### src/rtl/clock_pkg.sv
// Shared BCD time-of-day type, digit limits, field offsets and the range check
// used for set and alarm loads.
package clock_pkg;

  localparam logic [3:0] DIGIT_MAX    = 4'd9;
  localparam logic [3:0] SEC_TENS_MAX = 4'd5;
  localparam logic [3:0] MIN_TENS_MAX = 4'd5;
  localparam logic [7:0] HOUR_MAX     = 8'h23;  // BCD-encoded hour pair

  // Nibble offsets of each digit inside time_bcd / set_time.
  localparam int unsigned S1_LSB  = 0;
  localparam int unsigned S10_LSB = 4;
  localparam int unsigned M1_LSB  = 8;
  localparam int unsigned M10_LSB = 12;
  localparam int unsigned H1_LSB  = 16;
  localparam int unsigned H10_LSB = 20;

  typedef struct packed {
    logic [3:0] h10;
    logic [3:0] h1;
    logic [3:0] m10;
    logic [3:0] m1;
    logic [3:0] s10;
    logic [3:0] s1;
  } hms_t;

  // Hour pair compared as BCD; only meaningful once h1 is known to be a digit.
  function automatic logic bcd_time_valid(input hms_t t);
    return (t.s1 <= DIGIT_MAX) && (t.s10 <= SEC_TENS_MAX) &&
           (t.m1 <= DIGIT_MAX) && (t.m10 <= MIN_TENS_MAX) &&
           (t.h1 <= DIGIT_MAX) && ({t.h10, t.h1} <= HOUR_MAX);
  endfunction

endpackage

### src/rtl/bcd_digit_counter.sv
// One BCD digit of the time-of-day chain: loadable, increments on inc_i and
// wraps at MAX (or early when wrap_i is asserted), producing a carry on wrap.
module bcd_digit_counter #(
  parameter int unsigned WIDTH = 4,
  parameter logic [3:0]  MAX   = 4'd9
) (
  input  logic             clk_i,
  input  logic             rst_i,
  input  logic             inc_i,
  input  logic             wrap_i,
  input  logic             load_i,
  input  logic [WIDTH-1:0] load_val_i,
  output logic [WIDTH-1:0] digit_o,
  output logic             carry_out_o
);

  logic [WIDTH-1:0] digit_q, digit_d;
  logic             at_max;

  assign at_max      = (digit_q == MAX[WIDTH-1:0]) || wrap_i;
  assign carry_out_o = inc_i && !load_i && at_max;
  assign digit_o     = digit_q;

  // Load has priority over increment.
  always_comb begin
    digit_d = digit_q;
    if (load_i) begin
      digit_d = load_val_i;
    end else if (inc_i) begin
      digit_d = at_max ? '0 : digit_q + 1'b1;
    end
  end

  // Digit register with synchronous reset.
  always_ff @(posedge clk_i) begin
    if (rst_i) begin
      digit_q <= '0;
    end else begin
      digit_q <= digit_d;
    end
  end

endmodule

### src/rtl/hms_timekeeper.sv
// 24-hour BCD timekeeper driven by a divided square wave sampled as data.
// Optional alarm comparator is enabled by defining CLOCK_ALARM_EN.
module hms_timekeeper
  import clock_pkg::*;
#(
  parameter int unsigned EDGE_MODE   = 1,  // 0: rising edges tick, 1: both edges tick
  parameter int unsigned SYNC_STAGES = 2   // 2..3
) (
  input  logic        clk_in,
  input  logic        rst,
  input  logic        slow_clk,
  input  logic        run,
  input  logic        set_valid,
  input  logic [23:0] set_time,
  output logic        set_ready,
  output logic        set_err,
  output logic [23:0] time_bcd,
  output logic        sec_pulse,
  output logic        day_pulse,
  input  logic        alarm_set,
  output logic        alarm_hit
);

  logic [SYNC_STAGES-1:0] sync_q;
  logic                   prev_q;
  logic                   sync_out, tick, apply_tick;
  hms_t                   set_t;
  logic                   set_ok, set_req, load_time;
  logic                   sec_pulse_q, day_pulse_q, set_err_q;

  logic [3:0] s1, s10, m1, m10, h1;
  logic [1:0] h10;
  logic       c_s1, c_s10, c_m1, c_m10, c_h1, c_h10;
  logic       hour_wrap;

  // slow_clk is only ever sampled; synchronizer chain followed by the edge-history flop.
  always_ff @(posedge clk_in) begin
    if (rst) begin
      sync_q <= '0;
      prev_q <= 1'b0;
    end else begin
      sync_q <= {sync_q[SYNC_STAGES-2:0], slow_clk};
      prev_q <= sync_q[SYNC_STAGES-1];
    end
  end

  assign sync_out = sync_q[SYNC_STAGES-1];
  assign tick     = (EDGE_MODE != 0) ? (sync_out ^ prev_q) : (sync_out & ~prev_q);

  assign set_t     = hms_t'(set_time);
  assign set_ok    = bcd_time_valid(set_t);
  assign load_time = set_valid & set_ok;
  // A set request in the same cycle swallows the tick; run=0 holds time while
  // the edge detector keeps tracking so resuming does not replay old edges.
  assign apply_tick = tick & run & ~set_valid;
  assign set_ready  = 1'b1;

  // 23 -> 00: force the units-of-hours digit to wrap at 3 when tens is 2.
  assign hour_wrap = (h10 == HOUR_MAX[5:4]) && (h1 == HOUR_MAX[3:0]);

  bcd_digit_counter #(.WIDTH(4), .MAX(DIGIT_MAX)) u_s1 (
    .clk_i(clk_in), .rst_i(rst), .inc_i(apply_tick), .wrap_i(1'b0),
    .load_i(load_time), .load_val_i(set_t.s1), .digit_o(s1), .carry_out_o(c_s1)
  );
  bcd_digit_counter #(.WIDTH(4), .MAX(SEC_TENS_MAX)) u_s10 (
    .clk_i(clk_in), .rst_i(rst), .inc_i(c_s1), .wrap_i(1'b0),
    .load_i(load_time), .load_val_i(set_t.s10), .digit_o(s10), .carry_out_o(c_s10)
  );
  bcd_digit_counter #(.WIDTH(4), .MAX(DIGIT_MAX)) u_m1 (
    .clk_i(clk_in), .rst_i(rst), .inc_i(c_s10), .wrap_i(1'b0),
    .load_i(load_time), .load_val_i(set_t.m1), .digit_o(m1), .carry_out_o(c_m1)
  );
  bcd_digit_counter #(.WIDTH(4), .MAX(MIN_TENS_MAX)) u_m10 (
    .clk_i(clk_in), .rst_i(rst), .inc_i(c_m1), .wrap_i(1'b0),
    .load_i(load_time), .load_val_i(set_t.m10), .digit_o(m10), .carry_out_o(c_m10)
  );
  bcd_digit_counter #(.WIDTH(4), .MAX(DIGIT_MAX)) u_h1 (
    .clk_i(clk_in), .rst_i(rst), .inc_i(c_m10), .wrap_i(hour_wrap),
    .load_i(load_time), .load_val_i(set_t.h1), .digit_o(h1), .carry_out_o(c_h1)
  );
  bcd_digit_counter #(.WIDTH(2), .MAX(HOUR_MAX[7:4])) u_h10 (
    .clk_i(clk_in), .rst_i(rst), .inc_i(c_h1), .wrap_i(1'b0),
    .load_i(load_time), .load_val_i(set_t.h10[1:0]), .digit_o(h10), .carry_out_o(c_h10)
  );

  // Pack the digits back into the external layout; h10 is zero-extended.
  always_comb begin
    time_bcd = '0;
    time_bcd[H10_LSB +: 4] = {2'b00, h10};
    time_bcd[H1_LSB +: 4]  = h1;
    time_bcd[M10_LSB +: 4] = m10;
    time_bcd[M1_LSB +: 4]  = m1;
    time_bcd[S10_LSB +: 4] = s10;
    time_bcd[S1_LSB +: 4]  = s1;
  end

  // Status pulses line up with the cycle the new time becomes visible.
  always_ff @(posedge clk_in) begin
    if (rst) begin
      sec_pulse_q <= 1'b0;
      day_pulse_q <= 1'b0;
      set_err_q   <= 1'b0;
    end else begin
      sec_pulse_q <= apply_tick;
      day_pulse_q <= c_h10;
      set_err_q   <= set_req & ~set_ok;
    end
  end

  assign sec_pulse = sec_pulse_q;
  assign day_pulse = day_pulse_q;
  assign set_err   = set_err_q;

`ifdef CLOCK_ALARM_EN
  hms_t alarm_q;
  logic alarm_vld_q, check_q, alarm_hit_q;

  assign set_req = set_valid | alarm_set;

  // Alarm register; compare one cycle after time_bcd changes by tick or set.
  always_ff @(posedge clk_in) begin
    if (rst) begin
      alarm_q     <= '0;
      alarm_vld_q <= 1'b0;
      check_q     <= 1'b0;
      alarm_hit_q <= 1'b0;
    end else begin
      if (alarm_set && set_ok) begin
        alarm_q     <= set_t;
        alarm_vld_q <= 1'b1;
      end
      check_q     <= apply_tick | load_time;
      alarm_hit_q <= check_q & alarm_vld_q & (time_bcd == alarm_q);
    end
  end

  assign alarm_hit = alarm_hit_q;
`else
  logic unused_alarm_set;
  assign unused_alarm_set = alarm_set;
  assign set_req          = set_valid;
  assign alarm_hit        = 1'b0;
`endif

endmodule

### config.mk
export PLATFORM = sky130hd
export DESIGN_NAME = hms_timekeeper
export DESIGN_NICKNAME = d
export VERILOG_FILES = /design/src/rtl/clock_pkg.sv /design/src/rtl/bcd_digit_counter.sv /design/src/rtl/hms_timekeeper.sv
export SDC_FILE = /design/constraint.sdc
export NUM_CORES = 1
export LEC_CHECK = 0
export BUFFER_PORTS_ARGS = -buffer_cell sky130_fd_sc_hd__buf_2
export CAP_MARGIN = 20
export CORE_MARGIN = 1
export CORE_UTILIZATION = 48
export DETAILED_ROUTE_END_ITERATION = 16
export PLACE_DENSITY = 0.76
export SLEW_MARGIN = 10
export SYNTH_ARGS = -nofsm -noshare
export SYNTH_HDL_FRONTEND = slang
export SYNTH_SLANG_ARGS = --single-unit
export TNS_END_PERCENT = 50
### constraint.sdc
create_clock -name clk_in -period 2.4 [get_ports clk_in]
set_clock_uncertainty 0.15 [all_clocks]
set_input_delay 0.48 -clock clk_in [delete_from_list [all_inputs] [get_ports clk_in]]
set_output_delay 0.48 -clock clk_in [all_outputs]
set_load 0.01 [all_outputs]
==> impl_metrics.env <==
export IMPL_min_path_type="input port to flop"
export IMPL_num_fill_cells=289
export IMPL_grt_util_all_layers_pct=21.3
export IMPL_placed_cell_area_mm2=0.00188
export IMPL_die_height_um=58.7
export IMPL_grt_pass1_wl_mm=5.64
export IMPL_setup_tns_ns=0
export IMPL_synth_seq_cells=28
export IMPL_yosysMostFrequentCell="dfxtp_1"
export IMPL_dieArea_mm2=0.00345
export IMPL_rr_worst_depth=5
export IMPL_use_met3_pct=2.64
export IMPL_antenna_found_initial=0
export IMPL_holdPathStages=2
export IMPL_post_cts_setup_buffer_count=0
export IMPL_crit_arrival_ns=2.37
export IMPL_gr_total_overflow=0
export IMPL_route_detailed_drc=0
export IMPL_wire_per_inst_um=11.9
export IMPL_crit_fanout=7
export IMPL_finalHoldViolations=0
export IMPL_wirelength_mm=3.44
export IMPL_drtPass1Iterations=4
export IMPL_netlist_instances=188
export IMPL_clk_latency_ns=0.33
export IMPL_nets=278
export IMPL_power_density_mw_per_mm2=401
export IMPL_met2_usage_pct=36.9
export IMPL_drt_iter0_markers=64
export IMPL_cp_start_kind="flop"
export IMPL_maxSlewViolCount=0
export IMPL_start_util_pct=50.6
export IMPL_ys_flop_type="dfxtp_1"
export IMPL_cts_tree="done"
export IMPL_synth_edf_count=0
export IMPL_async_flop_share_pct=0
export IMPL_drive_above_1_share_pct=28.6
export IMPL_max_clock_freq_mhz=442
export IMPL_grt_busiest_layer="met2"
export IMPL_tightestPinTransition_ns=0.563
export IMPL_rsz0062_at_grt="no"
export IMPL_die_x_um=58.7
export IMPL_cts_sinks=28
export IMPL_ys_warn_count=0
export IMPL_synth_largest_area_cell="dfxtp_1"
export IMPL_timing_final_crit_share_pct=94.2
export IMPL_grt_max_degree=29
export IMPL_routabilityCongestion=0.811
export IMPL_yosysUniqueCellTypes=46
export IMPL_maxCapViolations=0
export IMPL_area_growth_pct=24.3
export IMPL_synth_top_area_share_pct=36.3
export IMPL_setup_ws_ns=0.140
export IMPL_cts_buffer_depth=2
export IMPL_status="finished clean"
export IMPL_endpoint_kind="flop"
export IMPL_synth_area_top_cells="dfxtp_1 36%, a311oi_1 5.1%, nor2_1 4.4%, or3_1 4.1%, nand3_1 3.9%"
export IMPL_fin_area_mm2=0.00192
export IMPL_fin_util_pct=62.9
export IMPL_yosysSeqAreaShare_pct=36.3
export IMPL_fp_coreArea_mm2=0.00305
export IMPL_portBuffers=53
export IMPL_path_clk_slew_ns=0.15
export IMPL_ctsRootBufferMaster="clkbuf_4"
export IMPL_rows=20
export IMPL_via_count=1547
export IMPL_syn_cell_area_mm2=0.00154
export IMPL_peakVddDrop_uv=209
export IMPL_ant_nets=0
export IMPL_p_leak_uw=0.000799
export IMPL_cts_buffers=3
export IMPL_htree_num_levels=1
export IMPL_min_delay_start="slow_clk"
export IMPL_avgSynthCellArea_um2=8.21
export IMPL_num_io_pins=59
export IMPL_vias_per_cell=5.35
export IMPL_slew_headroom_pct=62.2
export IMPL_period_minus_slack_ns=2.26
export IMPL_postCtsResizedCells=0
export IMPL_path_class="flop to flop"
export IMPL_finalSetupViolCount=0
export IMPL_critical_path_required_ns=2.51
export IMPL_startpoint="u_s1.digit_o[3]$_SDFFE_PP0P_"
export IMPL_grt_pass1_vias=1320
export IMPL_synth_commonest_cells="28 x dfxtp_1, 18 x nor2_1, 16 x nand2_1, 12 x nand3_1, 10 x or3_1"
export IMPL_holdBufCountCts=0
export IMPL_dp_slack_ns=0.134
export IMPL_antennaDiodeCount=0
export IMPL_rr_startpoint="u_s1.digit_o[3]$_SDFFE_PP0P_"
export IMPL_use_met1_pct=27.1
export IMPL_dp_hpwl_mm=2.63
## cells by family after synthesis
kind of cell | Yosys count | synth area share [%]
AOI/OAI and AO/OA | 44 | 19.6
xor gates and xnor gates | 5 | 2.84
adders and majority gates | 2 | 1.62
buffers and inverters | 16 | 4.86
DFF | 28 | 36.3
muxes | 1 | 0.648
other | 2 | 0.486
and+or+nand+nor | 90 | 33.6
## state kept, by name (all words and copies together), names as in the netlist
| signal | flops |
|---|---|
| u_h1.digit_o | 4 |
| u_m10.digit_o | 4 |
| set_err | 1 |
| u_s1.digit_o | 4 |
| prev_q | 1 |
| u_s10.digit_o | 4 |
| u_h10.digit_o | 2 |
| sec_pulse | 1 |
| day_pulse | 1 |
| u_m1.digit_o | 4 |
| sync_q | 2 |
## worst max-delay path, cell delays in order, from the launching register on
cell	delay, ns
dfxtp_1	0.43
or3b_4	0.43
nor4_4	0.38
nand2_2	0.16
or3_1	0.36
a311oi_1	0.27
## per-stage QoR
step	std cells	total power, uW	hold slack (ns)
global route	289	803	0.217
global placement	285	543	0.271
finish	289	771	0.191
detailed placement	285	544	0.281
floorplan	190	514	0.264
CTS	289	774	0.194
## power breakdown
part / internal, uW / total (uW) / leakage, uW / switching [uW]
logic: 27.8 / 60.2 / 0.000552 / 32.4
registers: 470 / 473 / 0.000226 / 3.13
clock network: 93.0 / 237 / 0.0000210 / 144
total: 591 / 771 / 0.000799 / 180
## area by class of cell
type / instances / area [um^2] / area share (%)
flip-flops and latches: 28 / 561 / 29.2
well taps: 44 / 55.1 / 2.87
repair buffers: 62 / 333 / 17.3
inverters: 5 / 18.8 / 0.978
multi-input cells: 146 / 916 / 47.7
clock buffers: 4 / 36.3 / 1.89
## routing by layer
layer	share of wire [%]	up-vias
met5	0	-
met4	1.2	0
met3	5.3	4
met2	47	41
met1	47	700
li1	-	802
## worst paths after layout
path / end / slack, ns
max: u_h1.digit_o[3]$_SDFFE_PP0P_ / 0.14
max reg2reg: u_h1.digit_o[3]$_SDFFE_PP0P_ / 0.14
min reg2reg: sync_q[1]$_SDFF_PP0_ / 0.31
min: sync_q[0]$_SDFF_PP0_ / 0.19
## cell usage in the layout, fill, tap and decap left out, types with 7 or more instances in the layout
master,instances
a21oi_1,7
a311oi_1,9
buf_2,53
buf_4,9
dfxtp_1,28
nand2_1,16
nand3_1,12
nor2_1,18
nor2b_1,7
o21ai_0,7
or3_1,10
(Power assumes the default switching activity.)
